===== config.mk =====
export PLATFORM = sky130hd
export DESIGN_NAME = keypad_uart_encoder
export DESIGN_NICKNAME = d
export VERILOG_FILES = /design/src/rtl/keypad_pkg.sv /design/src/rtl/sync_fifo.sv /design/src/rtl/keypad_uart_encoder.sv
export SDC_FILE = /design/constraint.sdc
export NUM_CORES = 1
export LEC_CHECK = 0
export CAP_MARGIN = 30
export CORE_MARGIN = 8
export CORE_UTILIZATION = 50
export DETAILED_ROUTE_END_ITERATION = 12
export MAX_ROUTING_LAYER = met4
export PLACE_DENSITY_LB_ADDON = 0.2
export SETUP_SLACK_MARGIN = 0.4
export SLEW_MARGIN = 20
export SYNTH_ARGS = -nofsm -noshare
export SYNTH_HDL_FRONTEND = slang
export SYNTH_HIERARCHICAL = 1
export SYNTH_SLANG_ARGS = --single-unit
export TNS_END_PERCENT = 10

===== constraint.sdc =====
create_clock -name FPGA_CLK1_50 -period 4.6 [get_ports FPGA_CLK1_50]
set_input_delay 0.46 -clock FPGA_CLK1_50 [delete_from_list [all_inputs] [get_ports FPGA_CLK1_50]]
set_output_delay 0.46 -clock FPGA_CLK1_50 [all_outputs]
set_load 0.02 [all_outputs]

===== src/rtl/keypad_pkg.sv =====
// Shared key codes, TX FSM states and the key-to-ASCII mapping for the keypad UART encoder.
package keypad_pkg;

  localparam logic [3:0] KEY_NONE   = 4'd11;
  localparam logic [3:0] KEY_UNLOCK = 4'd13;
  localparam logic [3:0] KEY_A      = 4'd14;

  typedef enum logic [1:0] {IDLE, PULSE, GAP} tx_state_t;

  typedef struct packed {
    logic       valid;
    logic       unlock;
    logic [7:0] ascii;
  } key_code_t;

  // Digits map to '0'..'9', KEY_A to 'A', KEY_UNLOCK to '7' plus an unlock event.
  function automatic key_code_t key_to_ascii(input logic [3:0] num);
    key_code_t k;
    k = '0;
    if (num <= 4'd9) begin
      k.valid = 1'b1;
      k.ascii = 8'h30 + {4'h0, num};
    end else if (num == KEY_A) begin
      k.valid = 1'b1;
      k.ascii = 8'h41;
    end else if (num == KEY_UNLOCK) begin
      k.valid  = 1'b1;
      k.unlock = 1'b1;
      k.ascii  = 8'h37;
    end else if (num == KEY_NONE) begin
      k = '0;
    end
    return k;
  endfunction

endpackage


===== src/rtl/sync_fifo.sv =====
// Single-clock FIFO; a push into a full FIFO only succeeds when a pop happens in the same cycle.
module sync_fifo #(
  parameter int unsigned WIDTH = 8,
  parameter int unsigned DEPTH = 8
) (
  input  logic             clk_i,
  input  logic             rst_ni,
  input  logic             push_i,
  input  logic [WIDTH-1:0] data_i,
  input  logic             pop_i,
  output logic             full_o,
  output logic             empty_o,
  output logic [WIDTH-1:0] head_o
);

  localparam int unsigned AW = $clog2(DEPTH);
  localparam logic [AW:0] FullCount = (AW + 1)'(DEPTH);

  logic [WIDTH-1:0] mem_q [DEPTH];
  logic [AW-1:0]    wr_ptr_q, rd_ptr_q;
  logic [AW:0]      count_q;
  logic             do_push, do_pop;

  assign full_o  = (count_q == FullCount);
  assign empty_o = (count_q == '0);
  assign head_o  = mem_q[rd_ptr_q];
  assign do_pop  = pop_i & ~empty_o;
  assign do_push = push_i & (~full_o | do_pop);

  // Pointers wrap naturally because DEPTH is a power of two.
  always_ff @(posedge clk_i or negedge rst_ni) begin
    if (!rst_ni) begin
      wr_ptr_q <= '0;
      rd_ptr_q <= '0;
      count_q  <= '0;
    end else begin
      if (do_push) wr_ptr_q <= wr_ptr_q + 1'b1;
      if (do_pop)  rd_ptr_q <= rd_ptr_q + 1'b1;
      if (do_push && !do_pop)      count_q <= count_q + 1'b1;
      else if (do_pop && !do_push) count_q <= count_q - 1'b1;
    end
  end

  // Storage array; contents are don't-care while the entry is not counted.
  always_ff @(posedge clk_i) begin
    if (do_push) mem_q[wr_ptr_q] <= data_i;
  end

endmodule


===== src/rtl/keypad_uart_encoder.sv =====
// Keypad front end: synchronise the press, map it to ASCII, queue it and strobe it into the UART.
module keypad_uart_encoder
  import keypad_pkg::*;
#(
  parameter int unsigned DEPTH         = 8,
  parameter int unsigned START_CYCLES  = 4,
  parameter bit          REPEAT_EN     = 1'b0,
  parameter int unsigned REPEAT_CYCLES = 25000000,
  parameter int unsigned UNLOCK_CYCLES = 50000000
) (
  input  logic       FPGA_CLK1_50,
  input  logic       reset_n,
  input  logic [3:0] num,
  input  logic       PB_state,
  input  logic       TxD_busy,
  output logic [7:0] TxD_data,
  output logic       TxD_start,
  output logic       unlock_signal,
  output logic [7:0] LED,
  output logic       overflow
);

  localparam int unsigned SW = $clog2(START_CYCLES + 1);
  localparam int unsigned RW = $clog2(REPEAT_CYCLES);
  localparam int unsigned UW = $clog2(UNLOCK_CYCLES + 1);

  logic            pb_s1_q, pb_s2_q, pb_prev_q;
  logic            press, repeat_hit, push, pop, full, empty;
  logic [7:0]      push_data, head;
  key_code_t       key;
  logic [RW-1:0]   rep_cnt_q;
  logic            rep_active_q;
  logic [7:0]      rep_code_q;
  logic [UW-1:0]   unlock_cnt_q;
  logic [7:0]      led_q;
  logic            overflow_q;
  tx_state_t       state_q, state_d;
  logic [SW-1:0]   pulse_cnt_q, pulse_cnt_d;
  logic [7:0]      data_q, data_d;
  logic            start_q, start_d;

  // Two-flop synchroniser plus a delayed copy for rising-edge detection.
  always_ff @(posedge FPGA_CLK1_50 or negedge reset_n) begin
    if (!reset_n) begin
      pb_s1_q   <= 1'b0;
      pb_s2_q   <= 1'b0;
      pb_prev_q <= 1'b0;
    end else begin
      pb_s1_q   <= PB_state;
      pb_s2_q   <= pb_s1_q;
      pb_prev_q <= pb_s2_q;
    end
  end

  assign press      = pb_s2_q & ~pb_prev_q;
  assign key        = key_to_ascii(num);
  assign repeat_hit = REPEAT_EN && rep_active_q && pb_s2_q &&
                      (rep_cnt_q == RW'(REPEAT_CYCLES - 1));
  assign push       = (press & key.valid) | repeat_hit;
  assign push_data  = press ? key.ascii : rep_code_q;

  // Auto-repeat timer: restarts on each accepted press, cleared when the key is released.
  always_ff @(posedge FPGA_CLK1_50 or negedge reset_n) begin
    if (!reset_n) begin
      rep_cnt_q    <= '0;
      rep_active_q <= 1'b0;
      rep_code_q   <= '0;
    end else if (press) begin
      rep_active_q <= key.valid & REPEAT_EN;
      rep_cnt_q    <= '0;
      rep_code_q   <= key.ascii;
    end else if (!pb_s2_q) begin
      rep_active_q <= 1'b0;
      rep_cnt_q    <= '0;
    end else if (rep_active_q) begin
      rep_cnt_q <= repeat_hit ? '0 : rep_cnt_q + 1'b1;
    end
  end

  // Unlock pulse down-counter; a new unlock press reloads it.
  always_ff @(posedge FPGA_CLK1_50 or negedge reset_n) begin
    if (!reset_n) begin
      unlock_cnt_q <= '0;
    end else if (press && key.valid && key.unlock) begin
      unlock_cnt_q <= UW'(UNLOCK_CYCLES);
    end else if (unlock_cnt_q != '0) begin
      unlock_cnt_q <= unlock_cnt_q - 1'b1;
    end
  end

  // LED tracks the last accepted press; overflow flags a push lost to a full queue.
  always_ff @(posedge FPGA_CLK1_50 or negedge reset_n) begin
    if (!reset_n) begin
      led_q      <= '0;
      overflow_q <= 1'b0;
    end else begin
      if (press && key.valid) led_q <= key.ascii;
      overflow_q <= push & full & ~pop;
    end
  end

  sync_fifo #(
    .WIDTH(8),
    .DEPTH(DEPTH)
  ) u_fifo (
    .clk_i  (FPGA_CLK1_50),
    .rst_ni (reset_n),
    .push_i (push),
    .data_i (push_data),
    .pop_i  (pop),
    .full_o (full),
    .empty_o(empty),
    .head_o (head)
  );

  // TX FSM state register.
  always_ff @(posedge FPGA_CLK1_50 or negedge reset_n) begin
    if (!reset_n) begin
      state_q     <= IDLE;
      pulse_cnt_q <= '0;
      data_q      <= '0;
      start_q     <= 1'b0;
    end else begin
      state_q     <= state_d;
      pulse_cnt_q <= pulse_cnt_d;
      data_q      <= data_d;
      start_q     <= start_d;
    end
  end

  // TX FSM next state: load and pop, hold the strobe, then wait for the UART to go idle.
  always_comb begin
    state_d     = state_q;
    pulse_cnt_d = pulse_cnt_q;
    data_d      = data_q;
    start_d     = start_q;
    pop         = 1'b0;
    unique case (state_q)
      IDLE: begin
        if (!empty && !TxD_busy) begin
          data_d      = head;
          pop         = 1'b1;
          start_d     = 1'b1;
          pulse_cnt_d = '0;
          state_d     = PULSE;
        end
      end
      PULSE: begin
        if (pulse_cnt_q == SW'(START_CYCLES - 1)) begin
          start_d = 1'b0;
          state_d = GAP;
        end else begin
          pulse_cnt_d = pulse_cnt_q + 1'b1;
        end
      end
      GAP: begin
        if (!TxD_busy) state_d = IDLE;
      end
      default: state_d = IDLE;
    endcase
  end

  assign TxD_data      = data_q;
  assign TxD_start     = start_q;
  assign unlock_signal = (unlock_cnt_q != '0);
  assign LED           = led_q;
  assign overflow      = overflow_q;

endmodule


==> metrics.log, run 1 <==
[metrics] Setup CP Type: flip-flop to output port
[metrics] DIE WIDTH: 126 um
[metrics] slack of the worst reg-to-reg path: 1360 ps
[metrics] Post-Synthesis Cell Area: 6020 um2
[metrics] launch point of the worst reg-to-reg path: u_fifo/count_q[0]$_DFFE_PN0P_
[metrics] hold-critical path depth: 0
[metrics] number of setup violations in the final report: 0
[metrics] routed wire length: 11400 um
[metrics] wire length of the first global-routing pass: 19000 um
[metrics] most frequent cells in the layout: sky130_fd_sc_hd__dfrtp_1 (67), sky130_fd_sc_hd__edfxtp_1 (64), sky130_fd_sc_hd__nor2_1 (35)
[metrics] sum of net half-perimeters after detailed placement: 7420 um
[metrics] tightest hold margin: 348 ps
[metrics] top flip-flop cell by instance count after synthesis: sky130_fd_sc_hd__dfrtp_1
[metrics] starting DRC count in detailed routing: 228
[metrics] final period demand of the worst path: 3690 ps
[metrics] MaxCap Viol Count: 0
[metrics] GRT Resource Usage Total: 15.9%
[metrics] commonest non-fill, non-tap cell in the layout: sky130_fd_sc_hd__dfrtp_1
[metrics] final hold viol count: 0
[metrics] Inserted Clock Buffers: 17
[metrics] remaining number of nets flagged by the antenna check after routing: 0
[metrics] Post-route DRC: 0
[metrics] Tightest Hold Check Type: flip-flop to flip-flop
[metrics] global-route congestion overflow total: 0
[metrics] share of post-route cells with drive strength above 1: 19.9%
[metrics] uppermost signal routing layer after detailed routing: met4
[metrics] worst setup skew after layout: 7.61 ps
[metrics] wire length on met1: 5560 um
[metrics] die area: 15800 um2
[metrics] Syn Nets: 466
[metrics] final RePlAce weighted congestion: 0.851
[metrics] remaining max-slew budget at the tightest pin: 43.9%
[metrics] vias post-DR: 3718
[metrics] average routed wire per standard cell: 17.7 um
[metrics] source-to-sink clock delay at the later pin of the worst-skew pair: 410 ps
[metrics] library cells used by synthesis: 67
[metrics] cell depth of the worst flop-to-flop path: 9
[metrics] instance area at placement: 6410 um2
[metrics] Worst-Margin Slew: 839 ps
[metrics] Met3 Routed Length: 477 um
[metrics] CTS tree: yes
[metrics] area added between synthesis and finish: 17.8%
[metrics] RSZ-0062 raised after global routing: no
[metrics] Critical Path Start Type: flip-flop
[metrics] required time of the critical path: 4140 ps
[metrics] share of flip-flops with an asynchronous set or reset after synthesis: 51.5%
[metrics] H-tree depth: 4
[metrics] final worst-path cycle share: 80.2%
[metrics] Row Count: 40
[metrics] run status: finished clean
[metrics] sum of negative setup slack: 0 ps
[metrics] area fraction of the dominant cell type after synthesis: 31.9%
[metrics] arrival time at the worst endpoint: 3230 ps
[metrics] Critical Path End Type: output port
[metrics] maximum achievable frequency: 0.271 GHz
[metrics] ranking of synthesized cells by area: sky130_fd_sc_hd__edfxtp_1 (32%), sky130_fd_sc_hd__dfrtp_1 (28%), sky130_fd_sc_hd__mux4_2 (6.0%)
[metrics] via count of the first global-routing pass: 3722
[metrics] number of top-level design ports: 27
[metrics] met2 WL post-DR: 5250 um
[metrics] hold-critical path endpoint: pb_s2_q$_DFF_PN0_
[metrics] synthesized instance count: 449
[metrics] number of fill cells in the layout: 948
[metrics] clock transition time at the flip-flop clock pins of the worst setup and hold paths: 50 ps
[metrics] core region area: 11900 um2
[metrics] clock buffer depth: 2
[metrics] endpoint of the worst register-to-register path: u_fifo/count_q[3]$_DFFE_PN0P_
[metrics] DR pass1 iterations: 4
[metrics] initial standard-cell utilization of the core: 50.7%
[metrics] nets: 502
[metrics] Non-Filler Cell Area, Final: 7090 um2
[metrics] cell area power density: 594 nW/um2
[metrics] peak ir drop on the vdd network: 0.284 mV
[metrics] number of antenna violations at the first check in global routing: 0
[metrics] count of final max-slew check failures: 0
[metrics] Post-synth EDFFs: 64
[metrics] worst-path fanout max: 10
[metrics] synth warn: 6
[metrics] Static Leak: 2.60 nW
[metrics] dominant cell type by area after synthesis: sky130_fd_sc_hd__edfxtp_1
[metrics] startpoint of the lowest-slack hold path: pb_s1_q$_DFF_PN0_
[metrics] clk sink count: 132
[metrics] height of the die: 126 um
[metrics] number of synthesized register bits: 132
[metrics] register area share after synthesis: 60.2%
[metrics] Antenna diodes: 0
[metrics] mean instance size in the synthesized netlist: 13.4 um2
[metrics] maximum number of pins on one net before global-route repair: 69
[metrics] input/output buffers: 25
[metrics] ratio of routed vias to standard cells: 5.76
[metrics] buffer cell driving the clock tree root: sky130_fd_sc_hd__clkbuf_16
what timing repair did:
| item | 4_1_cts | 5_1_grt |
|---|---|---|
| setup buffers | 0 | 0 |
| hold buffers | 0 | 1 |
| hold endpoints to repair | 0 | 11 |
| resized for setup | 0 | 0 |
| setup endpoints to repair | 0 | 0 |
state kept, by name (all words and copies together) (netlist names):
signal,cells
rep_code_q,8
pb_s1_q,1
pulse_cnt_q,3
TxD_data,8
LED,6
u_fifo/wr_ptr_q,3
TxD_start,1
state_q,2
unlock_cnt_q,26
pb_s2_q,1
u_fifo/mem_q,64
u_fifo/rd_ptr_q,3
u_fifo/count_q,4
overflow,1
pb_prev_q,1
final cells by class:
class                   instances  area, um2  share of cell area [%]
inverters                      14       52.6                   0.742
repair buffers                 37        350                    4.94
clock buffers                  20        447                    6.30
multi-input cells             283       2250                    31.8
clock inverters                12        178                    2.51
flip-flops and latches        132       3620                    51.1
well taps                     147        184                    2.60
synthesized netlist by cell type (all sizes together), types with 2 or more instances:
cell    instances
dfrtp          68
edfxtp         64
nor2           36
nand2          29
o21ai          22
mux2           20
mux4           16
nor3           16
nand3          15
inv            14
xor2           13
a21oi          12
clkbuf         12
o211ai         12
nor4           11
buf             8
ha              8
or4             7
xnor2           7
o31ai           6
nand2b          5
nand4           5
or3             5
a21o            3
and4            3
a211oi          2
a22o            2
mux2i           2
nand3b          2
nor2b           2
o21a            2
o22ai           2
o41ai           2
worst max-delay path by stage:
stage | slack [ps] | to | cells past startpoint | start
floorplan | 1470 | u_fifo/count_q[3]$_DFFE_PN0P_ | 10 | u_fifo/count_q[0]$_DFFE_PN0P_
global placement | 940 | u_fifo/count_q[3]$_DFFE_PN0P_ | 12 | num[2]
detailed placement | 840 | u_fifo/count_q[3]$_DFFE_PN0P_ | 12 | num[2]
CTS | 900 | unlock_signal | 7 | unlock_cnt_q[0]$_DFFE_PN0P_
global route | 670 | unlock_signal | 7 | unlock_cnt_q[0]$_DFFE_PN0P_
finish | 910 | unlock_signal | 7 | unlock_cnt_q[0]$_DFFE_PN0P_
critical path, stage by stage (launching register included):
cell,delay (ps)
sky130_fd_sc_hd__dfrtp_1,480
sky130_fd_sc_hd__inv_1,140
sky130_fd_sc_hd__ha_1,400
sky130_fd_sc_hd__nor4b_2,460
sky130_fd_sc_hd__nand4_2,350
sky130_fd_sc_hd__nor2_4,320
sky130_fd_sc_hd__inv_2,110
sky130_fd_sc_hd__clkdlybuf4s50_1,560
kinds of logic (layout without fill, tap and decap cells):
group	Yosys count	in the layout	share of synthesized area, %
AO/OA/AOI/OAI	70	70	7.75
XOR/XNOR	20	20	2.91
adder cells (fa/ha/maj)	9	9	2.00
buffers and inverters	34	83	2.49
flip-flops	132	132	60.2
multiplexers	38	38	10.1
other	1	1	0.0623
AND/OR/NAND/NOR	145	145	14.4
power breakdown:
part	switching, mW	total (mW)	internal [mW]
Combinational	0.467	1.03	0.562
Clock	0.485	1.41	0.923
Sequential	0.309	1.77	1.46
Total	1.26	4.21	2.95
stage by stage:
step | total power [mW] | setup WS [ps] | util [%] | instances
4_1_cts | 4.25 | 904 | 59.3 | 640
6_report | 4.21 | 909 | 59.7 | 645
5_1_grt | 4.44 | 668 | 59.7 | 645
3_3_place_gp | 2.78 | 939 | 54.0 | 608
3_5_place_dp | 2.82 | 837 | 54.0 | 608
2_1_floorplan | 2.49 | 1470 | - | 449
routing by layer:
metal	global-route usage, %	vias up
li1	-	1768
met1	20.2	1868
met2	23.7	74
met3	3.76	8
met4	7.31	0
met5	-	-
No activity file was read; power rests on OpenSTA's default activity.
==> run 2, diff against run 1 <==
==> constraint.sdc (replaced) <==
create_clock -name FPGA_CLK1_50 -period 3.35 [get_ports FPGA_CLK1_50]
set_input_delay 0.335 -clock FPGA_CLK1_50 [delete_from_list [all_inputs] [get_ports FPGA_CLK1_50]]
set_output_delay 0.335 -clock FPGA_CLK1_50 [all_outputs]
set_load 0.02 [all_outputs]
==> run 2 against run 1 <==
Net effect:
- non-clock buffer count rose by 16
- register-to-register slack got worse by 910 ps
- power up 36%
- largest cell class unchanged
- count of clock-buffer cells in the layout is 2 lower
==> metrics.log, run 2 (synthesized netlist as in run 1, its figures left out) <==
[metrics] buffer cell driving the clock tree root: sky130_fd_sc_hd__clkbuf_16
[metrics] final worst slack: 452 ps (-457 ps)
[metrics] maximum number of pins on one net before global-route repair: 25 (-64%)
[metrics] nets: 518 (+3.2%)
[metrics] commonest non-fill, non-tap cell in the layout: sky130_fd_sc_hd__dfrtp_1
[metrics] Inserted Clock Buffers: 17 (unchanged)
[metrics] GRT Resource Usage Total: 16.4% (+0.52 points)
[metrics] Setup CP Type: flip-flop to flip-flop
[metrics] height of the die: 126 um (unchanged)
[metrics] remaining max-slew budget at the tightest pin: 43.7% (-0.22 points)
[metrics] share of post-route cells with drive strength above 1: 23.5% (+3.7 points)
[metrics] DP Worst Slack: 95.5 ps (-742 ps)
[metrics] Antenna diodes: 0 (unchanged)
[metrics] register area: 3630 um2 (about the same)
[metrics] count of final max-slew check failures: 0 (unchanged)
[metrics] wire length of the first global-routing pass: 19700 um (+3.5%)
[metrics] final hold viol count: 0 (unchanged)
[metrics] remaining number of nets flagged by the antenna check after routing: 0 (unchanged)
[metrics] sum of net half-perimeters after detailed placement: 7640 um (+3.0%)
[metrics] CTS tree: yes
[metrics] number of top-level design ports: 27 (unchanged)
[metrics] arrival time at the worst endpoint: 3190 ps (-40 ps)
[metrics] average routed wire per standard cell: 18.0 um (+1.8%)
[metrics] sum of negative setup slack: 0 ps (unchanged)
[metrics] worst setup skew after layout: 4.48 ps (-3.13 ps)
[metrics] Tightest Hold Check Type: flip-flop to flip-flop
[metrics] area added between synthesis and finish: 19.7%
[metrics] global-route congestion overflow total: 0 (unchanged)
[metrics] MaxCap Viol Count: 0 (unchanged)
[metrics] final worst-path cycle share: 86.5%
[metrics] die area: 15800 um2 (unchanged)
[metrics] DIE WIDTH: 126 um (unchanged)
[metrics] final period demand of the worst path: 2900 ps
[metrics] number of fill cells in the layout: 917 (-3.3%)
[metrics] most frequent cells in the layout: sky130_fd_sc_hd__dfrtp_1 (66), sky130_fd_sc_hd__edfxtp_1 (64), sky130_fd_sc_hd__nor2_1 (35)
[metrics] Critical Path End Type: flip-flop
[metrics] input/output buffers: 25 (unchanged)
[metrics] ratio of routed vias to standard cells: 5.79 (+0.39%)
[metrics] worst-path fanout max: 14 (+4)
[metrics] clk sink count: 132 (unchanged)
[metrics] Static Leak: 2.67 nW (+2.9%)
[metrics] slack of the worst reg-to-reg path: 450 ps (-910 ps)
[metrics] Row Count: 40 (unchanged)
[metrics] number of antenna violations at the first check in global routing: 0 (unchanged)
[metrics] clock buffer depth: 2 (unchanged)
[metrics] starting DRC count in detailed routing: 248 (+8.8%)
[metrics] RSZ-0062 raised after global routing: yes
[metrics] register with the most flip-flops: u_fifo/mem_q
[metrics] DR pass1 iterations: 4 (unchanged)
[metrics] maximum achievable frequency: 0.345 GHz
[metrics] core utilization of the finished layout: 60.7% (+0.98 points)
[metrics] clock transition time at the flip-flop clock pins of the worst setup and hold paths: 60 ps (about the same)
[metrics] number of setup violations in the final report: 0 (unchanged)
[metrics] Post-route DRC: 0 (unchanged)
[metrics] source-to-sink clock delay at the later pin of the worst-skew pair: 420 ps (about the same)
[metrics] final RePlAce weighted congestion: 0.852 (+0.15%)
[metrics] cell area power density: 792 nW/um2 (+33%)
[metrics] Worst-Margin Slew: 836 ps (-3.80 ps)
[metrics] via count of the first global-routing pass: 3901 (+4.8%)
[metrics] initial standard-cell utilization of the core: 50.7% (unchanged)
[metrics] number of flip-flops in the largest register: 64 (unchanged)
[metrics] core region area: 11900 um2 (unchanged)
[metrics] H-tree depth: 4 (unchanged)
[metrics] vias post-DR: 3825 (+2.9%)
[metrics] largest registers: u_fifo/mem_q (64), unlock_cnt_q (26)
[metrics] peak ir drop on the vdd network: 0.343 mV (+21%)
[metrics] required time of the critical path: 3640 ps (-500 ps)
[metrics] footprint of the multi-input gates: 2290 um2 (+1.6%)
[metrics] Critical Path Start Type: flip-flop
[metrics] routed wire length: 11900 um (+4.4%)
[metrics] run status: finished clean
run 2: cell types whose count changed in the layout (fill, tap and decap cells not counted), moves of 2 or more:
cell and change:
sky130_fd_sc_hd__clkinvlp_4 +2, sky130_fd_sc_hd__bufinv_16 -2, sky130_fd_sc_hd__buf_4 +19, sky130_fd_sc_hd__clkinv_1 -2, sky130_fd_sc_hd__clkinv_2 +2, sky130_fd_sc_hd__buf_2 -3
run 2: area by class of cell:
| class | instances | share of cell area (%) |
|---|---|---|
| multi-input cells | 283 | 31.7 |
| flip-flops and latches | 132 | 50.3 |
| well taps | 147 | 2.55 |
| repair buffers | 53 | 6.57 |
| clock inverters | 14 | 2.12 |
| inverters | 14 | 0.730 |
| clock buffers | 18 | 5.96 |
run 2: metal layers:
metal  track usage, %  vias to the layer above  wire length [um]
li1                 -                     1797                 -
met1             19.8                     1914              5390
met2             25.3                       99              5730
met3             5.32                       15               606
met4             6.30                        0               168
met5                -                        -                 0
run 2: through the flow:
stage / area [um2] / std cells / power, mW / hold WS, ps
after floorplan: 6020 / 449 / 3.42 / 39.4
final: 7200 / 661 / 5.70 / 353
after detailed placement: 6540 / 624 / 3.90 / 344
after global routing: 7200 / 661 / 6.01 / 351
after CTS: 7180 / 659 / 5.75 / 340
after global placement: 6520 / 623 / 3.85 / 336
run 2: critical path, stage by stage, from the launching register on:
cell                       delay (ps)
sky130_fd_sc_hd__dfrtp_2          480
sky130_fd_sc_hd__nor4_4           300
sky130_fd_sc_hd__nor4_2            80
sky130_fd_sc_hd__buf_4            210
sky130_fd_sc_hd__o41ai_2          120
sky130_fd_sc_hd__ha_2             330
sky130_fd_sc_hd__inv_1            100
sky130_fd_sc_hd__ha_1             360
sky130_fd_sc_hd__or4_1            540
sky130_fd_sc_hd__o211ai_1         130
sky130_fd_sc_hd__o211ai_1         110
run 2: report_power, final:
part / internal [mW] / switching [mW]
sequential: 2.01 / 0.379
combinational: 0.803 / 0.704
clock: 1.10 / 0.707
run 2: path summary, 6_finish.rpt:
| path | start | to | depth (start not counted) |
|---|---|---|---|
| worst min-delay path | pb_s1_q$_DFF_PN0_ | pb_s2_q$_DFF_PN0_ | 0 |
| worst max-delay path | u_fifo/count_q[0]$_DFFE_PN0P_ | u_fifo/count_q[3]$_DFFE_PN0P_ | 10 |
| worst min register to register | pb_s1_q$_DFF_PN0_ | pb_s2_q$_DFF_PN0_ | 0 |
| min in group asynchronous | reset_n | TxD_data[7]$_DFFE_PN0P_ | 2 |
| max in group asynchronous | reset_n | unlock_cnt_q[12]$_DFFE_PN0P_ | 4 |
| worst max register to register | u_fifo/count_q[0]$_DFFE_PN0P_ | u_fifo/count_q[3]$_DFFE_PN0P_ | 10 |
run 2: timing repair:
item	in CTS	in global routing
pin swaps	3	1
endpoints found under the hold margin	22	0
endpoints found under the setup margin	2	2
hold buffers	1	0
gates resized for setup	5	3
buffers inserted	2	2
